## config.mk

```make
export PLATFORM = sky130hd
export DESIGN_NAME = cmsdk_ahb_sram_bridge_flat
export DESIGN_NICKNAME = d
export VERILOG_FILES = /design/src/rtl/cmsdk_ahb_pkg.sv /design/src/rtl/cmsdk_ahb_sram_bridge_if.sv /design/src/rtl/cmsdk_ahb_sram_wbuf.sv /design/src/rtl/cmsdk_ahb_sram_bridge.sv /design/src/flat_wrapper.sv
export SDC_FILE = /design/constraint.sdc
export NUM_CORES = 1
export LEC_CHECK = 0
export ABC_CLOCK_PERIOD_IN_PS = 2800
export CORE_ASPECT_RATIO = 1.25
export CORE_MARGIN = 3
export CORE_UTILIZATION = 40
export CTS_CLUSTER_SIZE = 14
export DETAILED_ROUTE_END_ITERATION = 7
export PLACE_DENSITY_LB_ADDON = 0.08
export SLEW_MARGIN = 20
export SYNTH_ARGS = -nofsm -noshare
export SYNTH_HDL_FRONTEND = slang
export SYNTH_SLANG_ARGS = --single-unit
```

## constraint.sdc

```tcl
create_clock -name HCLK -period 2.8 [get_ports HCLK]
set_clock_uncertainty 0.15 [all_clocks]
set_input_delay 0.42 -clock HCLK [delete_from_list [all_inputs] [get_ports HCLK]]
set_output_delay 0.42 -clock HCLK [all_outputs]
set_load 0.005 [all_outputs]
```

## src/rtl/cmsdk_ahb_pkg.sv

```systemverilog
// Shared AHB-Lite encodings and the byte-lane decode used by the CMSDK SRAM bridge.
package cmsdk_ahb_pkg;

  typedef enum logic [1:0] {
    HTRANS_IDLE   = 2'b00,
    HTRANS_BUSY   = 2'b01,
    HTRANS_NONSEQ = 2'b10,
    HTRANS_SEQ    = 2'b11
  } htrans_e;

  typedef enum logic [2:0] {
    HSIZE_BYTE = 3'd0,
    HSIZE_HALF = 3'd1,
    HSIZE_WORD = 3'd2
  } hsize_e;

  // Sizes above a word still map onto the full 32-bit lane set.
  function automatic logic [3:0] lane_mask(input logic [2:0] size, input logic [1:0] addr);
    logic [3:0] mask;
    case (size)
      HSIZE_BYTE: mask = 4'b0001 << addr;
      HSIZE_HALF: mask = addr[1] ? 4'b1100 : 4'b0011;
      default:    mask = 4'b1111;
    endcase
    return mask;
  endfunction

endpackage

```

## src/rtl/cmsdk_ahb_sram_bridge_if.sv

```systemverilog
// AHB-Lite slave-side bus bundle for the CMSDK SRAM bridge.
interface cmsdk_ahb_sram_bridge_if #(parameter int AW = 16);
  logic          HSEL;
  logic [AW-1:0] HADDR;
  logic [1:0]    HTRANS;
  logic [2:0]    HSIZE;
  logic          HWRITE;
  logic [31:0]   HWDATA;
  logic          HREADY;
  logic          HREADYOUT;
  logic          HRESP;
  logic [31:0]   HRDATA;

  modport master (
    output HSEL, HADDR, HTRANS, HSIZE, HWRITE, HWDATA, HREADY,
    input  HREADYOUT, HRESP, HRDATA
  );

  modport slave (
    input  HSEL, HADDR, HTRANS, HSIZE, HWRITE, HWDATA, HREADY,
    output HREADYOUT, HRESP, HRDATA
  );
endinterface

```

## src/rtl/cmsdk_ahb_sram_wbuf.sv

```systemverilog
// One-entry write buffer: holds a write displaced by a read and merges its bytes into read data.
module cmsdk_ahb_sram_wbuf #(
  parameter int AW = 16
) (
  input  logic          HCLK,
  input  logic          HRESETn,
  input  logic          capture,
  input  logic          drain,
  input  logic [AW-3:0] cap_addr,
  input  logic [3:0]    cap_lanes,
  input  logic [31:0]   cap_data,
  input  logic [AW-3:0] rd_addr,
  input  logic [31:0]   sram_rdata,
  output logic          buf_valid,
  output logic [AW-3:0] buf_addr,
  output logic [3:0]    buf_lanes,
  output logic [31:0]   buf_data,
  output logic [31:0]   rd_data
);

  logic hit;

  always_ff @(posedge HCLK or negedge HRESETn) begin
    if (!HRESETn) begin
      buf_valid <= 1'b0;
      buf_addr  <= '0;
      buf_lanes <= '0;
      buf_data  <= '0;
    end else if (capture) begin
      buf_valid <= 1'b1;
      buf_addr  <= cap_addr;
      buf_lanes <= cap_lanes;
      buf_data  <= cap_data;
    end else if (drain) begin
      buf_valid <= 1'b0;
    end
  end

  assign hit = buf_valid && (buf_addr == rd_addr);

  // The SRAM still holds stale bytes for any lane the buffer has not yet drained.
  always_comb begin
    rd_data = sram_rdata;
    for (int i = 0; i < 4; i++) begin
      if (hit && buf_lanes[i]) rd_data[8*i +: 8] = buf_data[8*i +: 8];
    end
  end

endmodule

```

## src/rtl/cmsdk_ahb_sram_bridge.sv

```systemverilog
// Zero-wait-state AHB-Lite to CMSDK synchronous SRAM bridge with a one-entry write buffer.
module cmsdk_ahb_sram_bridge
  import cmsdk_ahb_pkg::*;
#(
  parameter int AW = 16
) (
  input  logic                    HCLK,
  input  logic                    HRESETn,
  cmsdk_ahb_sram_bridge_if.slave  ahb,
  input  logic [31:0]             SRAMRDATA,
  output logic [AW-3:0]           SRAMADDR,
  output logic [31:0]             SRAMWDATA,
  output logic [3:0]              SRAMWEN,
  output logic                    SRAMCS
);

  logic          accept, rd_acc, wr_acc;
  logic          dp_rd, dp_wr;
  logic [AW-3:0] dp_addr;
  logic [3:0]    dp_lanes;
  logic          buf_capture, buf_drain;
  logic          buf_valid;
  logic [AW-3:0] buf_addr;
  logic [3:0]    buf_lanes;
  logic [31:0]   buf_data;
  logic [31:0]   merged_rdata;

  assign accept = ahb.HSEL && ahb.HREADY &&
                  ((ahb.HTRANS == HTRANS_NONSEQ) || (ahb.HTRANS == HTRANS_SEQ));
  assign rd_acc = accept && !ahb.HWRITE;
  assign wr_acc = accept && ahb.HWRITE;

  always_ff @(posedge HCLK or negedge HRESETn) begin
    if (!HRESETn) begin
      dp_rd    <= 1'b0;
      dp_wr    <= 1'b0;
      dp_addr  <= '0;
      dp_lanes <= '0;
    end else if (ahb.HREADY) begin
      dp_rd    <= rd_acc;
      dp_wr    <= wr_acc;
      dp_addr  <= ahb.HADDR[AW-1:2];
      dp_lanes <= lane_mask(ahb.HSIZE, ahb.HADDR[1:0]);
    end
  end

  // Reads own the port so read data is ready in the first data-phase cycle;
  // a write that collides with one is parked and drained on the next idle slot.
  always_comb begin
    SRAMCS    = 1'b0;
    SRAMWEN   = 4'b0000;
    SRAMADDR  = ahb.HADDR[AW-1:2];
    SRAMWDATA = 32'h0;
    buf_drain = 1'b0;
    if (rd_acc) begin
      SRAMCS = 1'b1;
    end else if (dp_wr) begin
      SRAMCS    = 1'b1;
      SRAMWEN   = dp_lanes;
      SRAMADDR  = dp_addr;
      SRAMWDATA = ahb.HWDATA;
    end else if (buf_valid) begin
      SRAMCS    = 1'b1;
      SRAMWEN   = buf_lanes;
      SRAMADDR  = buf_addr;
      SRAMWDATA = buf_data;
      buf_drain = 1'b1;
    end
  end

  assign buf_capture = dp_wr && rd_acc;

  cmsdk_ahb_sram_wbuf #(.AW(AW)) u_wbuf (
    .HCLK       (HCLK),
    .HRESETn    (HRESETn),
    .capture    (buf_capture),
    .drain      (buf_drain),
    .cap_addr   (dp_addr),
    .cap_lanes  (dp_lanes),
    .cap_data   (ahb.HWDATA),
    .rd_addr    (dp_addr),
    .sram_rdata (SRAMRDATA),
    .buf_valid  (buf_valid),
    .buf_addr   (buf_addr),
    .buf_lanes  (buf_lanes),
    .buf_data   (buf_data),
    .rd_data    (merged_rdata)
  );

  assign ahb.HRDATA    = dp_rd ? merged_rdata : 32'h0;
  assign ahb.HREADYOUT = 1'b1;
  assign ahb.HRESP     = 1'b0;

endmodule

```

## src/flat_wrapper.sv

```systemverilog
// flat-port wrapper written by rule: the top's interface ports become plain ports
module cmsdk_ahb_sram_bridge_flat import cmsdk_ahb_pkg::*;
#(
  parameter int AW = 16
)
  (HCLK, HRESETn, SRAMRDATA, SRAMADDR, SRAMWDATA, SRAMWEN, SRAMCS, ahb_HSEL, ahb_HADDR, ahb_HTRANS, ahb_HSIZE, ahb_HWRITE, ahb_HWDATA, ahb_HREADY, ahb_HREADYOUT, ahb_HRESP, ahb_HRDATA);
  cmsdk_ahb_sram_bridge_if #(.AW(AW)) ahb_i ();
  input  logic HCLK;
  input  logic HRESETn;
  input  logic [31:0] SRAMRDATA;
  output logic [AW-3:0] SRAMADDR;
  output logic [31:0] SRAMWDATA;
  output logic [3:0] SRAMWEN;
  output logic SRAMCS;
  input wire logic [$bits(ahb_i.HSEL)-1:0] ahb_HSEL;
  input wire logic [$bits(ahb_i.HADDR)-1:0] ahb_HADDR;
  input wire logic [$bits(ahb_i.HTRANS)-1:0] ahb_HTRANS;
  input wire logic [$bits(ahb_i.HSIZE)-1:0] ahb_HSIZE;
  input wire logic [$bits(ahb_i.HWRITE)-1:0] ahb_HWRITE;
  input wire logic [$bits(ahb_i.HWDATA)-1:0] ahb_HWDATA;
  input wire logic [$bits(ahb_i.HREADY)-1:0] ahb_HREADY;
  output wire logic [$bits(ahb_i.HREADYOUT)-1:0] ahb_HREADYOUT;
  output wire logic [$bits(ahb_i.HRESP)-1:0] ahb_HRESP;
  output wire logic [$bits(ahb_i.HRDATA)-1:0] ahb_HRDATA;
  assign ahb_i.HSEL = ahb_HSEL;
  assign ahb_i.HADDR = ahb_HADDR;
  assign ahb_i.HTRANS = ahb_HTRANS;
  assign ahb_i.HSIZE = ahb_HSIZE;
  assign ahb_i.HWRITE = ahb_HWRITE;
  assign ahb_i.HWDATA = ahb_HWDATA;
  assign ahb_i.HREADY = ahb_HREADY;
  assign ahb_HREADYOUT = ahb_i.HREADYOUT;
  assign ahb_HRESP = ahb_i.HRESP;
  assign ahb_HRDATA = ahb_i.HRDATA;
  cmsdk_ahb_sram_bridge #(.AW(AW)) u_core (.HCLK(HCLK), .HRESETn(HRESETn), .ahb(ahb_i), .SRAMRDATA(SRAMRDATA), .SRAMADDR(SRAMADDR), .SRAMWDATA(SRAMWDATA), .SRAMWEN(SRAMWEN), .SRAMCS(SRAMCS));
endmodule
```

==> run_results.csv <==
group,metric,value,unit
grt,grt_pass1_vias,4354,
yosys,synthDominantCellAreaShare,40.26,%
yosys,postSynth.asyncResetShare,100.0,%
clock_network,ctsLongestPathBuffers,2,
final_layout,drive_above_1_share,21.99,%
worst_setup_path,critical_path.startpoint_type,"flop",
final_layout,final_core_util,62.94,%
clock_network,clk-insertion-delay-late,0.33,ns
worst_setup_path,cp-end-kind,"output pin",
sta,tightestPinTransition,0.6515,ns
grt,grtUsageTotal,22.36,%
yosys,synth.yosys.warnings,0,
grt,grt_max_degree,50,
final_layout,area_growth_syn_to_layout,52.14,%
routing,drt_first_pass_iters,4,
sta,final-setup-viol-count,24,
final_layout,most-common-layout-cells,"sky130_fd_sc_hd__clkdlybuf4s50_1, sky130_fd_sc_hd__nand2_1, sky130_fd_sc_hd__dfrtp_1",
placed_design,finalWeightedCongestion,0.7928,
routing,drt_first_iter_violations,206,
yosys,edff_count_synth,0,
final_layout,layout.cells.most_common,"sky130_fd_sc_hd__clkdlybuf4s50_1",
placed_design,portBuffers,171,
die,floorplan.die_area,12340,um^2
yosys,ys_dominant_reg_cell,"sky130_fd_sc_hd__dfrtp_1",
clock_network,cts_inserted_buffers,9,
final_layout,design.final.nets,758,
clock_network,cts_tree,"built",
grt,number_of_antenna_violations_at_the_first_check_in_global_routing,0,
yosys,netlist.top_cell.by_area,"sky130_fd_sc_hd__dfrtp_1",
clock_network,cts_sinks,71,
worst_hold_path,worstHoldPathType,"flop to flop",
sta,fin_tns_setup,-1.003,ns
sta,setup_ws,-0.07900,ns
worst_setup_path,required_time_worst_endpoint,2.23,ns
die,die_y,123.4,um
sta,whs,0.3487,ns
yosys,synthesis.area,4413,um^2
run,timing.max_cap.violations,0,
routing,post_drt_wl_per_cell,17.12,um
die,initial_core_util,41.37,%
sta,slew_viol_final,0,
routing,route.antenna.remaining_nets,0,
clock_network,clkTransAtPathRegs,0.05,ns
pwr,ir_drop,0.3750,mV
die,rows,42,
clock_network,cts.htree.levels,3,
yosys,synth.area.top_cells,"sky130_fd_sc_hd__dfrtp_1, sky130_fd_sc_hd__mux2_2, sky130_fd_sc_hd__mux2i_1",
outcome,violations,"negative setup slack",
grt,grt-ovfl-total,0,
yosys,syn-num-nets,577,
die,core-area,10670,um^2
final_layout,num-fill-cells,971,
yosys,share_of_synthesized_area_occupied_by_flip_flops_and_latches,40.26,%
yosys,synth.lib_cells_used.distinct,33,
worst_setup_path,cp_data_arrival_time,2.31,ns
sta,period_share,102.8,%
worst_setup_path,r2r_slack,1.00,ns
sta,period_minus_slack,2.879,ns
sta,grt_setup_unrepaired,"true",
worst_setup_path,setup.worst_path.class,"flop to output pin",
grt,first_pass_grt_wire_length,21820,um
die,fp.dieW,99.95,um
outcome,outcome,"finished with violations",
worst_setup_path,worst-path-max-fanout,7,
routing,remaining_drc_errors,0,
pwr,fin_total_pwr,3.021,mW
sta,fmax,347.3,MHz
placed_design,detailedPlacementHpwl,9619,um
clock_network,clk_root_buffer_cell,"sky130_fd_sc_hd__clkbuf_16",
yosys,synth.avg_cell_area,9.062,um^2
routing,route.detailed.vias_per_inst,5.407,
routing,wl,13790,um
yosys,number_of_synthesized_register_bits,71,
routing,routed-via-count,4353,
pwr,power-per-cell-area,449.9,nW/um^2
final_layout,antenna-diode-count,0,
pwr,p_leak,3.092,nW
sta,max_slew_margin,56.57,%
die,ioPinCount,175,
sta,final-hold-violation-count,0,
yosys,netlist_instances,487,
==> cell usage after synthesis, types with 8 or more instances <==
master                     count
sky130_fd_sc_hd__o21ai_0      13
sky130_fd_sc_hd__nand2_1      74
sky130_fd_sc_hd__mux2_2       52
sky130_fd_sc_hd__xor2_1        9
sky130_fd_sc_hd__o22ai_1      26
sky130_fd_sc_hd__a21oi_1      52
sky130_fd_sc_hd__dfrtp_1      71
sky130_fd_sc_hd__and3_1       36
sky130_fd_sc_hd__nor2_1       41
sky130_fd_sc_hd__clkbuf_1     31
sky130_fd_sc_hd__mux2i_1      32
sky130_fd_sc_hd__mux2_1        8
==> final timing paths <==
check,startpoint,to,cells past startpoint
min reg2reg,u_core.dp_lanes[2],u_core.dp_lanes[2],1
max,u_core.u_wbuf.buf_addr[13],ahb_HRDATA[10],9
max reg2reg,u_core.dp_wr,u_core.u_wbuf.buf_data[13],4
min in group asynchronous,HRESETn,u_core.u_wbuf.buf_data[14],2
max in group asynchronous,HRESETn,u_core.dp_addr[0],3
min,u_core.dp_lanes[2],u_core.dp_lanes[2],1
==> sequential cells by signal (all words and copies together) (netlist names) <==
| signal | flops |
|---|---|
| u_core.dp_rd | 1 |
| u_core.u_wbuf.buf_valid | 1 |
| u_core.u_wbuf.buf_lanes | 4 |
| u_core.dp_addr | 14 |
| u_core.u_wbuf.buf_data | 32 |
| u_core.dp_wr | 1 |
| u_core.dp_lanes | 4 |
| u_core.u_wbuf.buf_addr | 14 |
==> report_power, final <==
part | total, mW | internal [mW] | leakage (nW) | switching (mW)
Clock | 1.05 | 0.650 | 0.131 | 0.398
Sequential | 1.30 | 1.18 | 0.904 | 0.122
Combinational | 0.674 | 0.401 | 2.06 | 0.273
==> cell type report <==
class / count / area (um^2) / share of cell area [%]
sequential: 71 / 1778 / 26.48
tap: 132 / 165.2 / 2.460
timing repair buffer: 210 / 2001 / 29.80
multi-input combinational: 370 / 2476 / 36.88
inverter: 6 / 22.52 / 0.3354
clock buffer: 16 / 271.5 / 4.044
==> metrics by stage <==
stage	setup slack, ns	cells	area (um^2)
final	-0.07900	805	6714
after global routing	-0.2672	805	6714
after CTS	-0.1051	803	6653
after detailed placement	-0.04991	781	6472
after global placement	-0.05592	781	6472
after floorplan	0.5579	487	4413
==> critical path: stages (launching register included) <==
cell and delay [ns]:
sky130_fd_sc_hd__dfrtp_1 0.40, sky130_fd_sc_hd__xor2_2 0.19, sky130_fd_sc_hd__nor4_2 0.28, sky130_fd_sc_hd__buf_4 0.17, sky130_fd_sc_hd__nand4_4 0.17, sky130_fd_sc_hd__nor2_4 0.19, sky130_fd_sc_hd__buf_12 0.11, sky130_fd_sc_hd__buf_12 0.12
sky130_fd_sc_hd__mux2i_2 0.20, sky130_fd_sc_hd__buf_2 0.14
==> cell families after synthesis <==
kind of cell	synth area share (%)
AOI/OAI and AO/OA	11.88
muxes	22.57
other	0.1702
buffers and inverters	4.253
xor gates and xnor gates	2.183
DFF	40.26
and+or+nand+nor	18.68
==> per-layer routing <==
metal  part of all wire (%)  track usage, %
met2                     53           41.44
met3                    5.3           2.878
met5                      0               0
met1                     41           26.88
met4                    1.2           6.490
==> what timing repair did <==
item | in CTS | in global routing
hold buffers | 1 | 0
pin swaps | 10 | 8
buffers inserted | 5 | 2
resized for setup | 137 | 15
endpoints found under the setup margin | 36 | 43
hold endpoints to repair | 26 | 0
cloned | 0 | 0
No activity file was read; power rests on OpenSTA's default activity.
